File: src/rtl/wave_sequencer_pkg.sv
// Shared definitions for the playlist sequencer: FSM states, playlist entry
// layout and the waveform-select codes understood by the waveform mux.
package wave_sequencer_pkg;

  typedef enum logic [1:0] {
    ST_IDLE = 2'd0,
    ST_LOAD = 2'd1,
    ST_RUN  = 2'd2
  } seq_state_e;

  // Entry layout: {dur, wave_sel[2:0], freq_sel[1:0], amp_sel[1:0], noise_en}
  localparam int CFG_W   = 8;
  localparam int DUR_LSB = CFG_W;

  typedef struct packed {
    logic [2:0] wave_sel;
    logic [1:0] freq_sel;
    logic [1:0] amp_sel;
    logic       noise_en;
  } seg_cfg_t;

  localparam logic [2:0] WAVE_SINE     = 3'd0;
  localparam logic [2:0] WAVE_SQUARE   = 3'd1;
  localparam logic [2:0] WAVE_TRIANGLE = 3'd2;
  localparam logic [2:0] WAVE_ECG      = 3'd3;
  localparam logic [2:0] WAVE_SAWTOOTH = 3'd4;

endpackage

File: src/rtl/wave_sequencer_playlist_ram.sv
// Playlist storage: one synchronous write port and one registered read port.
// A same-address read and write in one cycle returns the old contents.
module seq_playlist_ram #(
  parameter int DEPTH = 16,
  parameter int AW    = 4,
  parameter int WIDTH = 24
) (
  input  logic             clk,
  input  logic             wr_en,
  input  logic [AW-1:0]    wr_addr,
  input  logic [WIDTH-1:0] wr_data,
  input  logic [AW-1:0]    rd_addr,
  output logic [WIDTH-1:0] rd_data
);

  logic [WIDTH-1:0] mem_q [DEPTH];
  logic [WIDTH-1:0] rd_data_q;

  always_ff @(posedge clk) begin
    if (wr_en) begin
      mem_q[wr_addr] <= wr_data;
    end
    rd_data_q <= mem_q[rd_addr];
  end

  assign rd_data = rd_data_q;

endmodule

File: src/rtl/wave_sequencer.sv
// Playlist scheduler: steps through programmed segments, driving the waveform
// datapath controls and pulsing phase_rst whenever a new segment is applied.
module wave_sequencer
  import wave_sequencer_pkg::*;
#(
  parameter int DEPTH = 16,
  parameter int AW    = 4,
  parameter int DW    = 16
) (
  input  logic            clk,
  input  logic            reset_n,
  input  logic            tick,
  input  logic            wr_en,
  input  logic [AW-1:0]   wr_addr,
  input  logic [DW+7:0]   wr_data,
  input  logic [AW:0]     num_entries,
  input  logic            loop_en,
  input  logic            start,
  input  logic            stop,
  output logic [2:0]      wave_sel,
  output logic [1:0]      freq_wave,
  output logic [1:0]      amp_wave,
  output logic            noise_enable,
  output logic            phase_rst,
  output logic            busy,
  output logic [AW-1:0]   entry_idx,
  output logic            seg_done,
  output logic            seq_done
);

  seq_state_e      state_q, state_d;
  seg_cfg_t        cfg_q, cfg_d;
  logic [AW-1:0]   entry_idx_q, entry_idx_d;
  logic [AW-1:0]   load_idx_q, load_idx_d;
  logic [DW-1:0]   cnt_q, cnt_d;
  logic            phase_rst_q, phase_rst_d;
  logic            seg_done_q, seg_done_d;
  logic            seq_done_q, seq_done_d;
  logic [DW+7:0]   rd_data;
  logic [DW-1:0]   rd_dur;
  logic            num_ok;
  logic            last_entry;

  seq_playlist_ram #(
    .DEPTH (DEPTH),
    .AW    (AW),
    .WIDTH (DW + 8)
  ) u_ram (
    .clk     (clk),
    .wr_en   (wr_en),
    .wr_addr (wr_addr),
    .wr_data (wr_data),
    .rd_addr (load_idx_d),
    .rd_data (rd_data)
  );

  assign rd_dur = rd_data[DUR_LSB +: DW];
  assign num_ok = (num_entries != '0) && (num_entries <= (AW+1)'(DEPTH));
  // num_entries is live, so a shrink below the current index ends the pass here
  assign last_entry = (num_entries == '0) ||
                      ({1'b0, entry_idx_q} >= (num_entries - 1'b1));

  always_comb begin
    state_d     = state_q;
    cfg_d       = cfg_q;
    entry_idx_d = entry_idx_q;
    load_idx_d  = load_idx_q;
    cnt_d       = cnt_q;
    phase_rst_d = 1'b0;
    seg_done_d  = 1'b0;
    seq_done_d  = 1'b0;

    case (state_q)
      ST_IDLE: begin
        if (start && num_ok) begin
          state_d    = ST_LOAD;
          load_idx_d = '0;
        end
      end
      ST_LOAD: begin
        state_d     = ST_RUN;
        cfg_d       = seg_cfg_t'(rd_data[CFG_W-1:0]);
        entry_idx_d = load_idx_q;
        cnt_d       = (rd_dur == '0) ? DW'(1) : rd_dur;
        phase_rst_d = 1'b1;
      end
      ST_RUN: begin
        if (tick) begin
          cnt_d = cnt_q - 1'b1;
          if (cnt_q == DW'(1)) begin
            seg_done_d = 1'b1;
            if (!last_entry) begin
              state_d    = ST_LOAD;
              load_idx_d = entry_idx_q + 1'b1;
            end else if (loop_en) begin
              state_d    = ST_LOAD;
              load_idx_d = '0;
            end else begin
              state_d    = ST_IDLE;
              seq_done_d = 1'b1;
            end
          end
        end
      end
      default: state_d = ST_IDLE;
    endcase

    // stop beats start; both abandon whatever the current state was doing
    if (state_q != ST_IDLE && (stop || (start && num_ok))) begin
      state_d     = stop ? ST_IDLE : ST_LOAD;
      load_idx_d  = stop ? load_idx_q : '0;
      cfg_d       = cfg_q;
      entry_idx_d = entry_idx_q;
      cnt_d       = cnt_q;
      phase_rst_d = 1'b0;
      seg_done_d  = 1'b0;
      seq_done_d  = 1'b0;
    end else if (state_q == ST_IDLE && stop) begin
      state_d    = ST_IDLE;
      load_idx_d = load_idx_q;
    end
  end

  always_ff @(posedge clk or negedge reset_n) begin
    if (!reset_n) begin
      state_q     <= ST_IDLE;
      cfg_q       <= '0;
      entry_idx_q <= '0;
      load_idx_q  <= '0;
      cnt_q       <= '0;
      phase_rst_q <= 1'b0;
      seg_done_q  <= 1'b0;
      seq_done_q  <= 1'b0;
    end else begin
      state_q     <= state_d;
      cfg_q       <= cfg_d;
      entry_idx_q <= entry_idx_d;
      load_idx_q  <= load_idx_d;
      cnt_q       <= cnt_d;
      phase_rst_q <= phase_rst_d;
      seg_done_q  <= seg_done_d;
      seq_done_q  <= seq_done_d;
    end
  end

  assign wave_sel     = cfg_q.wave_sel;
  assign freq_wave    = cfg_q.freq_sel;
  assign amp_wave     = cfg_q.amp_sel;
  assign noise_enable = cfg_q.noise_en;
  assign entry_idx    = entry_idx_q;
  assign phase_rst    = phase_rst_q;
  assign seg_done     = seg_done_q;
  assign seq_done     = seq_done_q;
  assign busy         = (state_q != ST_IDLE);

endmodule
File: config.mk
export PLATFORM = sky130hd
export DESIGN_NAME = wave_sequencer
export DESIGN_NICKNAME = d
export VERILOG_FILES = /design/src/rtl/wave_sequencer_pkg.sv /design/src/rtl/wave_sequencer_playlist_ram.sv /design/src/rtl/wave_sequencer.sv
export SDC_FILE = /design/constraint.sdc
export NUM_CORES = 1
export LEC_CHECK = 0
export ABC_CLOCK_PERIOD_IN_PS = 7200
export BUFFER_PORTS_ARGS = -buffer_cell sky130_fd_sc_hd__buf_2
export CAP_MARGIN = 10
export CORE_MARGIN = 3
export CORE_UTILIZATION = 54
export DETAILED_ROUTE_END_ITERATION = 10
export GPL_TIMING_DRIVEN = 0
export PLACE_DENSITY_LB_ADDON = 0.05
export SLEW_MARGIN = 25
export SYNTH_ARGS = -nofsm -noshare
export SYNTH_HDL_FRONTEND = slang
export SYNTH_SLANG_ARGS = --single-unit
File: constraint.sdc
create_clock -name clk -period 7.2 [get_ports clk]
set_clock_uncertainty 0.05 [all_clocks]
set_input_delay 1.08 -clock clk [delete_from_list [all_inputs] [get_ports clk]]
set_output_delay 1.08 -clock clk [all_outputs]
set_load 0.02 [all_outputs]
# Word level (Yosys, flattened, before mapping)
# Memories as Yosys holds them, arrays and structs flattened. A register that Yosys moved wholly into a read port is not among the register bits.
# Cells that the tools add are included.
dict set report word_totals {
  n_memories 1
  word_cells 75
  regBits 37
  ramBits 384
}
dict set report classes {
  bitwise 1
  mux 35
  reduce_logical 15
  order_cmp 2
  n_eq_ne 7
  n_addsub 3
}
# name words width read_ports rd_clocked_by_memory_dff wr line_no
set mem_list {}
lappend mem_list {u_ram.mem_q 16 24 1 1 1 wave_sequencer_playlist_ram.sv:16} ;# logic [WIDTH-1:0] mem_q [DEPTH];
# cell count
set op_table {}
lappend op_table {{$mux W16} 2}
lappend op_table {{$mux W4} 8}
lappend op_table {{$pmux W16 S2} 1}
lappend op_table {{$mux W1} 17}
lappend op_table {{$eq A16 B1 Y1 const B} 1}
lappend op_table {{$logic_not A16 Y1} 1}
lappend op_table {{$sub A16 B1 Y16 const B} 1}
lappend op_table {{$mux W2} 5}
lappend op_table {{$ne A4 B4 Y1 const B} 2}
lappend op_table {{$pmux W4 S2} 1}
lappend op_table {{$pmux W2 S3} 1}
lappend op_table {{$reduce_and A3 Y1} 2}
lappend op_table {{$ge A4 B5 Y1} 1}
lappend op_table {{$le A5 B5 Y1 const B} 1}
lappend op_table {{$logic_not A5 Y1} 1}
lappend op_table {{$reduce_bool A5 Y1} 1}
lappend op_table {{$sub A5 B1 Y5 const B} 1}
lappend op_table {{$add A4 B1 Y4 const B} 1}
lappend op_table {{$logic_and A1 B1 Y1} 4}
lappend op_table {{$ne A4 B3 Y1 const B} 1}
lappend op_table {{$reduce_bool A2 Y1} 2}
lappend op_table {{$eq A2 B1 Y1 const B} 1}
lappend op_table {{$eq A2 B2 Y1 const B} 1}
lappend op_table {{$logic_not A2 Y1} 1}
lappend op_table {{other kinds (4)} 5}

# Longest topological paths before layout
dict set report depth {
  ltp_word 9
  mapped_depth 16
  mapped_depth_nobuf 13
}

# Cells and area by module
# Synthesis repeated with hierarchy kept, for this count alone.
dict set report hier_totals {
  cells_unflattened 892
  area_unflattened_um2 17103.9
}
# module instances area_each_um2 cells_each seq_area_each_um2
set modules_own_cells {}
lappend modules_own_cells {seq_playlist_ram 1 14930.6 636 12011.5}
lappend modules_own_cells {wave_sequencer 1 2173.3 256 925.9}

# Worst setup path after synthesis
# OpenSTA, ideal clock, no wires.
dict set report synth_path {
  kind {input to register}
  from {input port num_entries[0]}
  to {register u_ram.rd_data_q[22], in the netlist u_ram.rd_data[22], read port of u_ram.mem_q}
  cell_stages 14
  arrival_time_ns 4.029
  path_slack_ns 2.987
  required_time_ns 7.016
  setup_ns 0.134
  path_buffers 3
  cell_sequence {inv_1 -> ha_1 -> nor3b_1 -> ha_1 -> a21oi_1 -> nand4b_1 -> a311o_1 -> clkbuf_1 -> and2_1 -> buf_2 -> clkbuf_1 -> a21oi_1 -> a211oi_1 -> or4_1}
}
dict set report synth_via {
  elab_chain_cells 9
  word_cells_on_any_way 17
}
# element line_no
set synth_rtl {}
lappend synth_rtl {{start: declaration} wave_sequencer.sv:16} ;# input logic [AW:0] num_entries,
lappend synth_rtl {{$sub A5 B1 Y5} wave_sequencer.sv:61} ;# ({1'b0, entry_idx_q} >= (num_entries - 1'b1));
lappend synth_rtl {{$ge A4 B5 Y1} wave_sequencer.sv:61}
lappend synth_rtl {{$logic_or A1 B1 Y1} wave_sequencer.sv:60} ;# assign last_entry = (num_entries == '0) ||
lappend synth_rtl {{$mux W4} wave_sequencer.sv:92} ;# if (!last_entry) begin
lappend synth_rtl {{$mux W4} wave_sequencer.sv:90} ;# if (cnt_q == DW'(1)) begin
lappend synth_rtl {{$mux W4} wave_sequencer.sv:88} ;# if (tick) begin
lappend synth_rtl {{$pmux W4 S2} wave_sequencer.sv:73} ;# case (state_q)
lappend synth_rtl {{$mux W4} wave_sequencer.sv:118} ;# end else if (state_q == ST_IDLE && stop) begin
lappend synth_rtl {{$mux W4 *} wave_sequencer.sv:109} ;# if (state_q != ST_IDLE && (stop || (start && num_ok))) begin
lappend synth_rtl {{end: declaration} wave_sequencer_playlist_ram.sv:17} ;# logic [WIDTH-1:0] rd_data_q;
# Every way passes the cells marked *; elsewhere a longest branch is shown, timed or not.
# A chain may end at the register's enable or synchronous reset.

# Worst setup path after layout
dict set report layout_path {
  from {input port num_entries[0]}
  to {register u_ram.rd_data_q[17], in the netlist u_ram.rd_data[17], read port of u_ram.mem_q}
}
# The elaborated chain is that of the path after synthesis.

==> results.ini <==
[final_layout]
nFillCells=2492
fin_cells=1896
nets=1466
syn2layout_area_growth_pct=15.4
fin_util_pct=63.9
multi_input_area_mm2=0.00486
n_antenna_cell=0
regArea_mm2=0.0129
drive_gt1_share_pct=13.1

[clocking]
cts_tree=yes
cts_htree_levels=2
hold_buffers=0
clkSlewWorstSetupHoldPaths_ns=0.06
numCtsBuffers=45
cts_buffer_depth=3
cts-resized-gates=0
cts.sinks=445
clkLatencyLatePin_ns=0.55
cts-root-buf=clkbuf_16
cts_setup_buffers=0

[die]
pin_count=56
core_mm2=0.0329
die_y_um=190
initial_utilization_pct=55.4
die_w_um=190
placementRows=66
dieArea_mm2=0.0359

[critical_path]
r2r-start=cnt_q[2]
startpoint=num_entries[0]
crit_type=in -> reg
worstPathRequired_ns=7.57
crit_path_end=u_ram.rd_data[17]
cp-end-kind=flop
crit_fanout=10
cp_data_arrival_time_ns=5.46
r2r_end=u_ram.rd_data[12]
r2r_setup_slack_ns=2.51
start_kind=input pin
reg2reg_depth=10

[synthesis]
yosysUniqueCellTypes=55
synth-edff-count=384
syn_area_mm2=0.0182
yosys.area.top_type_share_pct=63.4
ys.warnings.count=0
syn_avg_cell_area_um2=14.1
async_reset_ff_share_pct=8.31
yosysSeqAreaShare_pct=71.1
synth_fp_nets=1340
synth_area_leader_cell=edfxtp_1
synthCells=1291
synthFlopType=edfxtp_1
synth_area_leaders=edfxtp_1 63%, a211oi_1 6.1%, dfrtp_1 5.1%, and3_1 5.0%, dfxtp_1 2.6%
synth-seq-cells=445

[grt]
grt_max_degree=38
grt.met2_usage_pct=44.1
grt_overflow=0
busiest_layer=met2
globalRouteMet3Util_pct=3.87
grt_pass1_vias=11900
use_met1_pct=40.5
grt_antenna_before_repair=1
grt.total_usage_pct=27.8
grt_pass1_wl_um=74500

[timing]
hold_viol=0
fin_ws_ns=2.10
maxSlewHeadroom_pct=40.8
clock.fmax_mhz=196
rsz0062_at_grt=no
maxSlewViolCount=0
fin_tns_setup_ns=0
tightest_slew_ns=0.888
period_needed_ns=5.10
fin_crit_sh_pct=70.8
setup_viol=0

[route]
viasPerCell=6.43
ant_nets=0
drt_iter0_drc=1182
wirelength_um=50300
wl_per_cell_um=26.5
drc_errors=0
vias=12200
drt-pass1-iter-count=5

[placement]
gp_congestion=0.834
dp_hpwl_um=34100
dp_worst_setup_slack_ns=1.59
io_buffers=55
dp_cells=1812

[run_status]
outcome=finished clean

[power_and_ir_drop]
leakage_uw=0.00712
cellPowerDensity_mw_per_mm2=262
worst_ir_drop_vdd_mv=0.240

[worst_hold_path]
hold_class=reg -> reg

[job]
cap_violations=0

==> cells by family after synthesis <==
group	after synthesis	synth area share, %
xor gates and xnor gates	5	0.241
buffers and inverters	119	2.76
DFF	445	71.1
and+or+nand+nor	318	9.73
muxes	11	0.681
adders and majority gates	9	0.619
AOI/OAI and AO/OA	384	14.9
==> cells in the final DEF (no fill, tap or decap), types with 12 or more instances in the layout <==
master     count
or3_1         24
nor2_4        12
o22ai_1       24
nor2_1        19
a211oi_1     147
o21ai_0       26
dfxtp_1       24
nand2_1       61
dfrtp_1       37
inv_1         12
a21oi_1       72
buf_2         64
a21boi_0      46
and3_1       144
edfxtp_1     384
clkinv_1      14
clkbuf_1      94
o311ai_0      46
clkbuf_16     47
==> worst min path at each step <==
stage	startpoint	to	slack, ns	cells past startpoint
final	u_ram.rd_data[6]	wave_sel[1]	0.41	1
after global routing	u_ram.rd_data[1]	amp_wave[0]	0.42	1
after CTS	u_ram.rd_data[1]	amp_wave[0]	0.41	1
after detailed placement	u_ram.rd_data[1]	amp_wave[0]	0.40	1
after global placement	u_ram.rd_data[3]	freq_wave[0]	0.39	1
after floorplan	u_ram.rd_data[2]	amp_wave[1]	0.39	1
==> state kept, by name, indices dropped and copies added (netlist names) <==
signal	flops
cnt_q	16
state_q	2
load_idx_q	4
u_ram.rd_data	24
freq_wave	2
entry_idx	4
u_ram.mem_q	384
amp_wave	2
noise_enable	1
seq_done	1
phase_rst	1
wave_sel	3
seg_done	1
==> per-stage QoR <==
stage | power (uW) | hold slack, ns | instance area [um2]
CTS | 5510 | 0.411 | 21000
floorplan | 3110 | 0.390 | 18200
global placement | 3210 | 0.392 | 19000
global route | 5670 | 0.425 | 21000
finish | 5510 | 0.407 | 21000
detailed placement | 3230 | 0.398 | 19500
==> worst max-delay path, cell delays in order <==
cell and delay [ns]:
buf_2 0.10, inv_1 0.07, ha_1 0.18, nor3b_1 0.50
ha_1 0.22, a21oi_1 0.16, nand4b_1 0.14, a311o_1 0.13
clkbuf_1 0.45, clkbuf_1 0.51, clkbuf_1 0.53, a21boi_0 0.17
o311ai_0 0.51, o22ai_1 0.28, or3_1 0.42
==> synthesized netlist by cell type, types with 2 or more instances <==
master / instances
buf_2: 9
nor2b_1: 5
o21ai_0: 26
dfrtp_1: 37
ha_1: 9
dfxtp_1: 24
o311ai_0: 46
inv_1: 12
nand2_1: 61
a21oi_1: 72
clkbuf_1: 85
xnor2_1: 4
nor4_1: 6
or3_1: 24
a41oi_1: 3
mux2_2: 11
edfxtp_1: 384
buf_1: 5
o22ai_1: 24
buf_6: 6
nand3_1: 6
nor2_1: 31
nand2b_1: 9
nand3b_1: 4
a22oi_1: 8
and2_1: 3
nor3_1: 14
and3_1: 144
inv_2: 2
a211oi_1: 147
a21boi_0: 46
==> area by class of cell <==
class	count	area share, %
buffer	105	2.15
clock buffer	56	5.76
clock inverter	28	1.23
inverter	14	0.250
multi-input combinational	727	23.2
sequential	445	61.6
tap	442	2.63
timing repair buffer	79	3.20
==> layer usage <==
layer | wire, um | part of all wire, % | vias to the layer above
li1 | - | - | 5399
met1 | 21100 | 42 | 6109
met2 | 23400 | 46 | 567
met3 | 4370 | 8.7 | 112
met4 | 1500 | 3.0 | 0
met5 | 0 | 0 | -
==> report_power, final <==
part / switching, uW / internal [uW] / total [uW]
clock: 959 / 1370 / 2330
combinational: 155 / 81.5 / 237
sequential: 50.0 / 2890 / 2940
total: 1160 / 4340 / 5510
(Power assumes the default switching activity.)
